--- src/rtl/alu_pkg.sv ---
// alu_pkg: opcodes, FSM state encoding and opcode helpers shared by core, wrapper and bench
package alu_pkg;
  localparam logic [2:0] OP_ADD = 3'b000;
  localparam logic [2:0] OP_SUB = 3'b001;
  localparam logic [2:0] OP_AND = 3'b010;
  localparam logic [2:0] OP_OR  = 3'b011;
  localparam logic [2:0] OP_SHL = 3'b100;
  localparam logic [2:0] OP_SHR = 3'b101;
  localparam logic [2:0] OP_XOR = 3'b110;
  localparam logic [2:0] OP_MUL = 3'b111;
  typedef enum logic [1:0] {ST_IDLE, ST_EXEC, ST_DONE} state_t;
  function automatic logic is_shift(input logic [2:0] op);
    return op == OP_SHL || op == OP_SHR;
  endfunction
endpackage

--- src/rtl/alu_comb.sv ---
// alu_comb: single-cycle ADD/SUB/AND/OR/XOR with carry/borrow and signed overflow
module alu_comb
  import alu_pkg::*;
#(
  parameter int WIDTH = 8
) (
  input  logic [WIDTH-1:0] a,
  input  logic [WIDTH-1:0] b,
  input  logic [2:0]       op,
  output logic [WIDTH-1:0] r,
  output logic             c,
  output logic             v
);
  logic [WIDTH:0] sum, dif;
  assign sum = {1'b0, a} + {1'b0, b};
  assign dif = {1'b0, a} - {1'b0, b};
  // result select; bit WIDTH of the difference is the unsigned borrow (a<b)
  always_comb begin
    r = op == OP_ADD ? sum[WIDTH-1:0] :
        op == OP_SUB ? dif[WIDTH-1:0] :
        op == OP_AND ? a & b :
        op == OP_OR  ? a | b : a ^ b;
    c = op == OP_ADD ? sum[WIDTH] : op == OP_SUB ? dif[WIDTH] : 1'b0;
    v = op == OP_ADD ? (a[WIDTH-1] == b[WIDTH-1]) & (sum[WIDTH-1] != a[WIDTH-1]) :
        op == OP_SUB ? (a[WIDTH-1] != b[WIDTH-1]) & (dif[WIDTH-1] != a[WIDTH-1]) : 1'b0;
  end
endmodule

--- src/rtl/alu_seq_core.sv ---
// alu_seq_core: multi-cycle ALU with iterative shifts, shift-add MUL and valid/ready handshakes
module alu_seq_core
  import alu_pkg::*;
#(
  parameter int WIDTH = 8,
  parameter int CNT_W = $clog2(WIDTH + 1)
) (
  input  logic             clk,
  input  logic             rst,
  input  logic             in_valid,
  output logic             in_ready,
  input  logic [WIDTH-1:0] a,
  input  logic [WIDTH-1:0] b,
  input  logic [2:0]       op_sel,
  output logic             out_valid,
  input  logic             out_ready,
  output logic [WIDTH-1:0] result,
  output logic             carry_out,
  output logic             overflow,
  output logic             zero,
  output logic             negative
);
  localparam logic [CNT_W-1:0] NW  = CNT_W'(WIDTH);
  localparam logic [CNT_W-1:0] ONE = CNT_W'(1);
  state_t st, st_n;
  logic [CNT_W-1:0]   cnt, n_len;
  logic [WIDTH-1:0]   ra, rb, sh, sh_n, cr, fin_r;
  logic [2:0]         rop;
  logic [2*WIDTH-1:0] acc, acc_n;
  logic [WIDTH:0]     psum;
  logic               cc, cv, sc_n, fin_c, fin_v, big, last;
  alu_comb #(.WIDTH(WIDTH)) u_comb (.a(ra), .b(rb), .op(rop), .r(cr), .c(cc), .v(cv));
  assign in_ready  = st == ST_IDLE;
  assign out_valid = st == ST_DONE;
  assign last      = st == ST_EXEC && cnt == ONE;
  // iteration count: shifts run min(b,WIDTH) steps but never fewer than one edge
  always_comb begin
    big   = |b[WIDTH-1:CNT_W] | (b[CNT_W-1:0] >= NW);
    n_len = op_sel == OP_MUL ? NW :
            !is_shift(op_sel) ? ONE :
            b == '0 ? ONE : big ? NW : b[CNT_W-1:0];
  end
  // one shift step and one shift-add step; b=0 leaves the operand untouched
  always_comb begin
    sh_n  = rb == '0 ? sh : rop == OP_SHL ? {sh[WIDTH-2:0], 1'b0} : {1'b0, sh[WIDTH-1:1]};
    sc_n  = rb == '0 ? 1'b0 : rop == OP_SHL ? sh[WIDTH-1] : sh[0];
    psum  = {1'b0, acc[2*WIDTH-1:WIDTH]} + (acc[0] ? {1'b0, ra} : '0);
    acc_n = {psum, acc[WIDTH-1:1]};
  end
  // final result/flags as seen on the last EXEC edge
  always_comb begin
    fin_r = rop == OP_MUL ? acc_n[WIDTH-1:0] : is_shift(rop) ? sh_n : cr;
    fin_c = rop == OP_MUL ? |acc_n[2*WIDTH-1:WIDTH] : is_shift(rop) ? sc_n : cc;
    fin_v = rop == OP_MUL || is_shift(rop) ? 1'b0 : cv;
  end
  // state register
  always_ff @(posedge clk or posedge rst) begin
    if (rst) st <= ST_IDLE;
    else     st <= st_n;
  end
  // next state: accept, count down, wait for consumer
  always_comb begin
    st_n = st;
    case (st)
      ST_IDLE: st_n = in_valid ? ST_EXEC : ST_IDLE;
      ST_EXEC: st_n = cnt == ONE ? ST_DONE : ST_EXEC;
      ST_DONE: st_n = out_ready ? ST_IDLE : ST_DONE;
      default: st_n = ST_IDLE;
    endcase
  end
  // operand capture, iteration datapath and registered result/flags
  always_ff @(posedge clk or posedge rst) begin
    if (rst) begin
      ra        <= '0;
      rb        <= '0;
      rop       <= OP_ADD;
      cnt       <= '0;
      sh        <= '0;
      acc       <= '0;
      result    <= '0;
      carry_out <= 1'b0;
      overflow  <= 1'b0;
      zero      <= 1'b0;
      negative  <= 1'b0;
    end else if (st == ST_IDLE && in_valid) begin
      ra  <= a;
      rb  <= b;
      rop <= op_sel;
      cnt <= n_len;
      sh  <= a;
      acc <= {{WIDTH{1'b0}}, b};
    end else if (st == ST_EXEC) begin
      cnt <= cnt - ONE;
      sh  <= sh_n;
      acc <= acc_n;
      if (last) begin
        result    <= fin_r;
        carry_out <= fin_c;
        overflow  <= fin_v;
        zero      <= fin_r == '0;
        negative  <= fin_r[WIDTH-1];
      end
    end
  end
endmodule

--- config.mk ---
export PLATFORM = sky130hd
export DESIGN_NAME = alu_seq_core
export DESIGN_NICKNAME = d
export VERILOG_FILES = /design/src/rtl/alu_pkg.sv /design/src/rtl/alu_comb.sv /design/src/rtl/alu_seq_core.sv
export SDC_FILE = /design/constraint.sdc
export NUM_CORES = 1
export LEC_CHECK = 0
export ABC_AREA = 1
export BUFFER_PORTS_ARGS = -buffer_cell sky130_fd_sc_hd__buf_2
export CAP_MARGIN = 0
export CORE_MARGIN = 2
export CORE_UTILIZATION = 60
export DETAILED_ROUTE_END_ITERATION = 7
export PLACE_DENSITY = 0.84
export SLEW_MARGIN = 20
export SYNTH_ARGS = -nofsm -noshare
export SYNTH_HDL_FRONTEND = slang
export SYNTH_SLANG_ARGS = --single-unit
--- constraint.sdc ---
create_clock -name clk -period 4.6 [get_ports clk]
set_input_delay 0.92 -clock clk [delete_from_list [all_inputs] [get_ports clk]]
set_output_delay 0.92 -clock clk [all_outputs]
set_load 0.03 [all_outputs]
==> metrics.txt, run 1 <==
Hold Violations, Final=0; cell repeated most along the worst path=nand2_1; met2 wire length=5.81 mm; setup violators final=0; GP Congestion=1.02; initial antenna violation count=0; Seq/Total Area, Yosys=between 30% and 40%; DRT iter0 DRCs=roughly 280; clock buffer count from CTS=9; Worst IR Drop VDD=0.529 mV; Die Y=just over 90 um; r2r setup slk=roughly 1.9 ns; highest cell delay on the worst timing path=0.90 ns; final design area excluding fillers=approximately 5000 um^2; top cells by area, synth=dfrtp_1 (33%), nand2_1 (15%), ha_1 (9.6%); cell breakdown of the critical path=inv_1 > nand2_1 > nor2_1 > inv_2 > a21oi_1 > nand2_1 > nor2_1 > nand2_1 > nor2_1 > nand3_1 > nand2_1; worst hold path depth=2; first-pass detailed-route iteration total=5; post-synth top area cell=dfrtp_1; layout net count=738; hold buffers post-CTS=0; Core ar.=approximately 7300 um^2; Layout area overhead=9.96%; most common cell after layout, fill and taps aside=nand2_1; dpl cells=around 770; Starting Density=between 60 and 70%; post-DP HPWL=9.73 mm; top-area cell type share of the netlist area=about a third; Avg Cell Area, Syn=~7.0 um^2; CTS tree=done; worst-skew pair later-pin latency=0.35 ns; kind of critical path=reg -> reg; gr usage total=around a third; postcts setup bufs=0; via-per-instance ratio=~5.7; via count=between 4,000 and 5,000; Min-Delay Path Class=reg -> reg; share of layout cells above drive strength 1=approximately an eighth; Max Clk Rate=between 300 and 400 MHz; grt total ovfl=0; M1 WL=5.23 mm; first-pass GRT wire length=between 20 and 25 mm; uppermost layer routed=met4; final WL=around 13 mm; clk root buf=clkbuf_8; max_cap viols=0; Syn Std Cell Area=between 4000 and 5000 um^2; clk sink count=60; dpl cell area=approximately 4700 um^2; synth warn=0; R2R Path End=zero$_DFFE_PP0P_; asr flop ratio synth=100%; Avg WL per Cell=around 16 um; CP max-delay cell=nor2_1; final core utilization=between 60% and 70%; Max Transition Viols Final=0; setup TNS=0 ns; Leak=between 2 and 3 nW; Met3 Routed Length=about 920 um; clk slew on worst S/H paths=approximately 0.080 ns; Final Cycle Share=around three fifths; hold path start=overflow$_DFFE_PP0P_; Clock Skew=~0.012 ns; most frequent cells in the layout=nand2_1 (186), inv_1 (83), dfrtp_1 (60); ANT cells=0; unique cell type count in the Yosys netlist=39; largest net degree at the start of global routing=61; worst r2r path cells=11; worst path arrival time=approximately 3.0 ns; CP Capture Type=flop; Yosys reg bits=60; maximum fanout along the worst path=16; worst slew pin tran=between 1 and 1.5 ns; status=completed; Slew headroom=31.5%; cell count after synthesis=650; CP Buf/Inv Count=2; DIE WIDTH=91.1 um; # resized after CTS=0; clock tree buffer depth=2; vias in the first global route=around 4,200; Top FF cell, synth=dfrtp_1; I/O Buffers=36; critical path required time=roughly 4.9 ns; final non-filler cell total=about 800; pwr/cell area=between 800 and 900 nW/um^2; CP delay by family, top=simple AND/OR/NAND/NOR gates; Net Count, Synth=between 700 and 800; final period demand of the worst path=roughly 2.7 ns; RSZ-0062 raised after global routing=false; Hold EP=overflow$_DFFE_PP0P_; cell row count=31; Post-synth EDFFs=0; startpoint type of the worst setup path=flop; post-route ant nets=0; Die Area=between 8000 and 9000 um^2; io pins=37; Residual DRC=0; CTS H-tree lvls=3; reg-to-reg startpoint=st[1]$_DFF_PP0_
==> cell type report <==
class	count	area, um^2
clock inverter	5	108
sequential	60	1500
multi-input combinational	476	2580
fill	637	2290
timing repair buffer	38	195
tap	99	124
inverter	92	345
clock buffer	11	151
==> through the flow <==
stage	hold WS [ns]	power, W	setup slack (ns)
after floorplan	0.459	0.00308	2.20
after global placement	0.460	0.00363	1.78
after detailed placement	0.466	0.00373	1.69
after CTS	0.486	0.00435	1.97
after global routing	0.504	0.00480	1.57
final	0.482	0.00441	1.92
==> how the worst max path moves through the flow <==
stage / depth (start not counted) / from / slack, ns / to
2_1_floorplan: 1 / rst / 2.20 / acc[0]$_DFFE_PP0P_
3_3_place_gp: 9 / in_valid / 1.78 / sh[4]$_DFFE_PP0P_
3_5_place_dp: 9 / in_valid / 1.69 / sh[3]$_DFFE_PP0P_
4_1_cts: 11 / st[1]$_DFF_PP0_ / 1.97 / zero$_DFFE_PP0P_
5_1_grt: 11 / st[1]$_DFF_PP0_ / 1.57 / zero$_DFFE_PP0P_
6_report: 11 / st[1]$_DFF_PP0_ / 1.92 / zero$_DFFE_PP0P_
==> synth_stat cells (5+ instances only) <==
cell type    n
nand2_1    186
nand2_2      5
a21oi_1     36
nor2_2       7
o21ai_0     44
nand3_1     43
clkbuf_1    11
nor2_1      48
a31oi_1      7
o21ai_1     11
ha_1        35
nand4_1      9
xnor2_1      5
dfrtp_1     60
o221ai_1     7
inv_2        7
inv_1       84
==> state kept, by name, indices dropped and copies added, names as in the netlist <==
name / count
acc: 16
carry_out: 1
cnt: 4
overflow: 1
ra: 8
rb: 8
result: 8
rop: 3
sh: 8
st: 2
zero: 1
==> report_power, final <==
part | leakage (nW) | internal (W) | switching [W]
registers | 0.742 | 0.000781 | 0.000251
clock network | 0.130 | 0.000391 | 0.000219
logic | 1.75 | 0.000908 | 0.00186
total | 2.62 | 0.00208 | 0.00233
==> layer usage <==
metal,track usage [%],vias up
met1,40.5,2028
li1,-,2148
met2,51.2,210
met3,5.56,40
met4,14.6,0
met5,0,-
==> cells by family (layout without fill, tap and decap cells) <==
kind of cell | after synthesis | in the layout | share of synthesized area (%)
adder cells (fa/ha/maj) | 38 | 38 | 10.9
AO/OA/AOI/OAI | 122 | 122 | 15.2
AND/OR/NAND/NOR | 307 | 307 | 28.7
buffers and inverters | 114 | 146 | 10.3
XOR/XNOR | 9 | 9 | 1.73
flip-flops | 60 | 60 | 33.0
==> worst reg2reg max path, cell delays in order (launching register included) <==
cell and delay [ns]:
dfrtp_1 0.39, inv_1 0.09, nand2_1 0.30, nor2_1 0.90
inv_2 0.28, a21oi_1 0.19, nand2_1 0.10, nor2_1 0.11
nand2_1 0.06, nor2_1 0.08, nand3_1 0.07, nand2_1 0.06
(Power assumes the default switching activity.)
==> run 2: changes to the inputs <==
CORE_UTILIZATION = 55   (was 60)
PLACE_DENSITY = 0.81   (was 0.84)
clock period = 2.2 ns   (was 4.6 ns; I/O delays follow)
==> run 2 against run 1 <==
Net effect:
- routed wire length up 9.1%
- sequential cell count unchanged
- final area increased by 6.7%
- register-to-register slack worse by 1.9 ns
- clock power up 100%
- die area is 8.7% higher
- hold slack worse by 0.35 ns
- clock skew up 0.0075 ns
- global-route usage about the same
- core utilization fell by 3.0 points
- sequential power increased by 100%
- cell count increased by 3.7%
==> metrics.txt, run 2 (synthesis gave the netlist of run 1 again) <==
status=completed; I/O Buffers=36; grt total ovfl=0; RSZ-0062 raised after global routing=true; Clock Skew=between 0.015 and 0.02 ns; cell row count=33; via-per-instance ratio=5.74; setup violators final=0; startpoint type of the worst setup path=flop; kind of critical path=reg -> reg; Met3 Routed Length=around 1.1 mm; worst-skew pair later-pin latency=roughly 0.36 ns; largest net degree at the start of global routing=61; gr usage total=between 30% and 40%; Core ar.=approximately 8100 um^2; Die Area=about 9000 um^2; Starting Density=around 56%; DRT iter0 DRCs=460; uppermost layer routed=met4; clk root buf=clkbuf_8; CTS H-tree lvls=3; Leak=around 2.7 nW; Die Y=95.0 um; io pins=37; CTS tree=done; clk sink count=60; GP Congestion=between 0.9 and 1; initial antenna violation count=0; M1 WL=5.76 mm; CP Capture Type=flop; Avg WL per Cell=approximately 17 um; layout net count=~760; clk slew on worst S/H paths=0.08 ns; final non-filler cell total=a little over 800; most frequent cells in the layout=nand2_1 (181), inv_1 (77), dfrtp_1 (58); max_cap viols=0; pwr/cell area=around 1900 nW/um^2; Slew headroom=around 47%; final period demand of the worst path=approximately 2.2 ns; post-DP HPWL=10.3 mm; final WL=between 10 and 15 mm; worst slew pin tran=between 0.7 and 0.8 ns; clock buffer count from CTS=9; Worst IR Drop VDD=approximately 1 mV; WHS=about 0.13 ns; hold buffers post-CTS=0; via count=4,647; number of flip-flops in the largest register=16; Hold Violations, Final=0; final core utilization=65.6%; dpl cell area=slightly below 5000 um^2; vias in the first global route=4,310; Critical Path Start=ra[0]$_DFFE_PP0P_; critical path required time=between 2 and 3 ns; first-pass detailed-route iteration total=5; Final Cycle Share=a little over nine tenths; ANT cells=0; Layout area overhead=17.3%; Max Transition Viols Final=0; DIE WIDTH=about 95 um; most common cell after layout, fill and taps aside=nand2_1; reg-to-reg startpoint=ra[0]$_DFFE_PP0P_; Max Clk Rate=between 400 and 500 MHz; final design area excluding fillers=5340 um^2; post-route ant nets=0; met2 wire length=approximately 6.3 mm; worst path arrival time=2.47 ns; clock tree buffer depth=2; share of layout cells above drive strength 1=between 20% and 30%; dpl cells=about 800; maximum fanout along the worst path=2; Biggest register=acc; first-pass GRT wire length=about 22 mm; Residual DRC=0; fill count=676; Min-Delay Path Class=in -> async
-- run 2: cell types whose count changed in the layout (fill, tap and decap cells not counted), moves of 5 or more --
| cell | change |
|---|---|
| a21oi_1 | -6 |
| nand2_1 | -5 |
| buf_4 | +22 |
| inv_1 | -6 |
| a21oi_2 | +5 |
| ha_2 | +5 |
| ha_1 | -9 |
| nand2_2 | +5 |
| inv_2 | +6 |
-- run 2: per-layer routing --
metal,global-route usage [%],up-vias
met5,0,-
met4,14.9,0
met3,4.31,45
met2,49.6,244
met1,42.5,2153
li1,-,2205
-- run 2: path summary, 6_finish.rpt --
check | to | depth (start not counted) | slack [ns]
worst max-delay path | zero$_DFFE_PP0P_ | 14 | 0.03
worst min-delay path | st[1]$_DFF_PP0_ | 3 | 0.13
worst max register to register | zero$_DFFE_PP0P_ | 14 | 0.03
worst min register to register | zero$_DFFE_PP0P_ | 2 | 0.48
max in group asynchronous | rb[1]$_DFFE_PP0P_ | 3 | 1.78
min in group clk | st[1]$_DFF_PP0_ | 2 | 0.24
-- run 2: report_power, final --
part / switching, W / internal [W]
Clock: 0.000486 / 0.000755
Sequential: 0.000450 / 0.00163
Combinational: 0.00427 / 0.00239
Total: 0.00520 / 0.00478
-- run 2: final cells by class --
| type | count | area (um^2) | area share (%) |
|---|---|---|---|
| clock buffer | 10 | 128 | 2.39 |
| clock inverter | 6 | 111 | 2.09 |
| inverter | 92 | 345 | 6.47 |
| multi-input combinational | 476 | 2740 | 51.3 |
| sequential | 60 | 1500 | 28.2 |
| tap | 105 | 131 | 2.46 |
| timing repair buffer | 61 | 380 | 7.13 |
-- run 2: through the flow --
step	setup WS (ns)	setup TNS (ns)	total power, W
final	0.0261	0	0.00999
after detailed placement	-0.0467	-0.0467	0.00802
after CTS	0.0277	0	0.00928
after floorplan	0.000824	0	0.00644
after global routing	-0.0696	-0.118	0.0108
after global placement	0.0205	0	0.00786
-- run 2: critical path, cell delays in order, from the launching register on --
cell and delay, ns:
dfrtp_1 0.35, buf_4 0.12, ha_1 0.20, inv_2 0.06, fa_2 0.51, o21ai_0 0.08, nor2_1 0.14, o21ai_2 0.11
nand3_2 0.12, nand2_1 0.06, nor2_1 0.09, nand2_1 0.06, nor2_1 0.09, nand3_1 0.07, nand2_1 0.06
-- run 2: timing repair --
item,4_1_cts,5_1_grt
endpoints found under the setup margin,2,5
buffers inserted,0,6
pin swaps,0,11
gates resized for setup,2,42
==> run 3: changes to the inputs <==
CELL_PAD_IN_SITES_DETAIL_PLACEMENT = 1   (was not set)
CELL_PAD_IN_SITES_GLOBAL_PLACEMENT = 1   (was not set)
CORE_UTILIZATION = 40   (was 55)
clock period = 1.85 ns   (was 2.2 ns; I/O delays follow)
==> run 3 against run 2 <==
Net effect:
- the run now ends with setup timing left
- final area up 22%
- sequential share of layout area down 5.1 points
- critical endpoint is now carry_out$_DFFE_PP0P_
- highest routed layer unchanged
- sequential cell count unchanged
- fmax down 12%
- first-iteration DRC count down 5.4%
- core utilization down 6.5 points
- non-clock buffer count up 92
- die area up 36%
- clock skew down 0.011 ns
- register-to-register slack worse by 0.65 ns
- clock-buffer cell count unchanged
==> metrics.txt, run 3 (synthesis gave the netlist of run 1 again) <==
Hold Violations, Final=0; violated checks=setup timing; M1 GR Usage=between 30% and 40%; r2r setup slk=-0.63 ns; clk root buf=clkbuf_16; share of layout cells above drive strength 1=a little under two fifths; status=finished, violations left; CP delay by family, top=simple AND/OR/NAND/NOR gates; ANT cells=0; most common cell after layout, fill and taps aside=nand2_1; multi-input logic area=3050 um^2; setup violators final=15; max_cap viols=0; CTS tree=done; GP Congestion=~0.99; io pins=37; DIE WIDTH=about 110 um; Die Area=roughly 12,000 um^2; DRT iter0 DRCs=approximately 440; Avg WL per Cell=about 23 um; Max Clk Rate=~400 MHz; startpoint type of the worst setup path=flop; layout net count=853; pre-CTS setup slack=-0.490 ns; post-route ant nets=0; number of flip-flops in the largest register=16; cell breakdown of the critical path=buf_6 > nand2_2 > inv_2 > ha_4 > inv_2 > fa_2 > nand2_2 > nor2_2 > nand3_1 > nor2_1 > nand4_1 > nand3_1 > nand2_1; Final Cycle Share=134%; final period demand of the worst path=around 2.5 ns; Residual DRC=0; worst-skew pair later-pin latency=about 0.34 ns; CP Buf/Inv Count=3; via-per-instance ratio=~5.9; Min-Delay Path Class=in -> async; cell row count=38; final core utilization=59.1%; worst slew pin tran=around 0.5 ns; Slew headroom=~67%; met2 Track Usage GR=between 50 and 60%; RSZ-0062 raised after global routing=true; post-DP HPWL=approximately 14 mm; clk sink count=60; Biggest register=acc; via count=between 5,000 and 6,000; Clock Skew=0.00858 ns; fill count=1,386; register area=roughly 1500 um^2; grt peak-use layer=met2; largest net degree at the start of global routing=27; clock tree buffer depth=2; kind of critical path=reg -> reg; Max Transition Viols Final=0; clock buffer count from CTS=9; CP Capture Type=flop; Core ar.=roughly 11,000 um^2; grt met3 use=under 10%; first-pass GRT wire length=around 30 mm; setup ws final=-0.628 ns; vias in the first global route=5,525; R2R Path End=carry_out$_DFFE_PP0P_; reg-to-reg startpoint=ra[0]$_DFFE_PP0P_; gr usage total=between 30% and 40%; worst path arrival time=2.71 ns; CTS H-tree lvls=3; setup TNS=-3.56 ns; I/O Buffers=36; CP max-delay cell=fa_2; most frequent cells in the layout=nand2_1 (159), buf_4 (106), inv_1 (64); grt total ovfl=0; worst r2r path cells=13; Starting Density=41.4%; critical path required time=around 2.1 ns; highest cell delay on the worst timing path=0.55 ns; final WL=~22 mm; clk slew on worst S/H paths=0.06 ns; first-pass detailed-route iteration total=5; maximum fanout along the worst path=2; initial antenna violation count=0; Layout area overhead=42.8%; Die Y=around 110 um
==> run 3: cell count changes in the layout (fill, tap and decap cells not counted), sizes merged <==
| cell | before | now |
|---|---|---|
| buf | 61 | 153 |
| clkinvlp | 1 | 3 |
| bufinv | 3 | 1 |
| clkinv | 2 | 4 |
| inv | 92 | 90 |
==> run 3: layer usage <==
layer	routed length (um)	vias up	share of wire, %
met5	0	-	0
met4	1490	0	6.8
met3	1610	123	7.3
met2	10600	324	48
met1	8270	2706	38
li1	-	2377	-
==> run 3: area by class of cell <==
| class | instances | area share (%) |
|---|---|---|
| clock buffers | 10 | 3.68 |
| clock inverters | 6 | 0.982 |
| inverters | 92 | 5.53 |
| multi-input cells | 476 | 46.9 |
| flip-flops and latches | 60 | 23.1 |
| well taps | 140 | 2.70 |
| repair buffers | 153 | 17.1 |
==> run 3: what timing repair did <==
action / in CTS / in global routing
gates resized for setup: 61 / 82
setup buffers: 8 / 11
hold buffers: 0 / 0
pin swaps: 19 / 28
endpoints found under the setup margin: 15 / 18
==> run 3: worst max path at each step <==
stage | from | end | cells after the start | slack [ns]
after global routing | ra[0]$_DFFE_PP0P_ | carry_out$_DFFE_PP0P_ | 13 | -0.71
final | ra[0]$_DFFE_PP0P_ | carry_out$_DFFE_PP0P_ | 13 | -0.63
after detailed placement | ra[0]$_DFFE_PP0P_ | carry_out$_DFFE_PP0P_ | 13 | -0.49
after global placement | ra[0]$_DFFE_PP0P_ | carry_out$_DFFE_PP0P_ | 13 | -0.39
after floorplan | acc[0]$_DFFE_PP0P_ | carry_out$_DFFE_PP0P_ | 14 | -0.04
after CTS | ra[0]$_DFFE_PP0P_ | carry_out$_DFFE_PP0P_ | 14 | -0.50
==> run 3: per-stage QoR <==
step	cell area, um^2	std cells	hold slack [ns]
3_3_place_gp	5560	904	0.414
6_report	6490	937	0.0538
2_1_floorplan	4570	650	0.456
5_1_grt	6490	937	0.0878
3_5_place_dp	5560	904	0.414
4_1_cts	6140	928	0.0532
Power of run 3 is left out: the tool's default activity adds up to more than one toggle a clock period on the data nets, which glitch-free logic cannot reach.
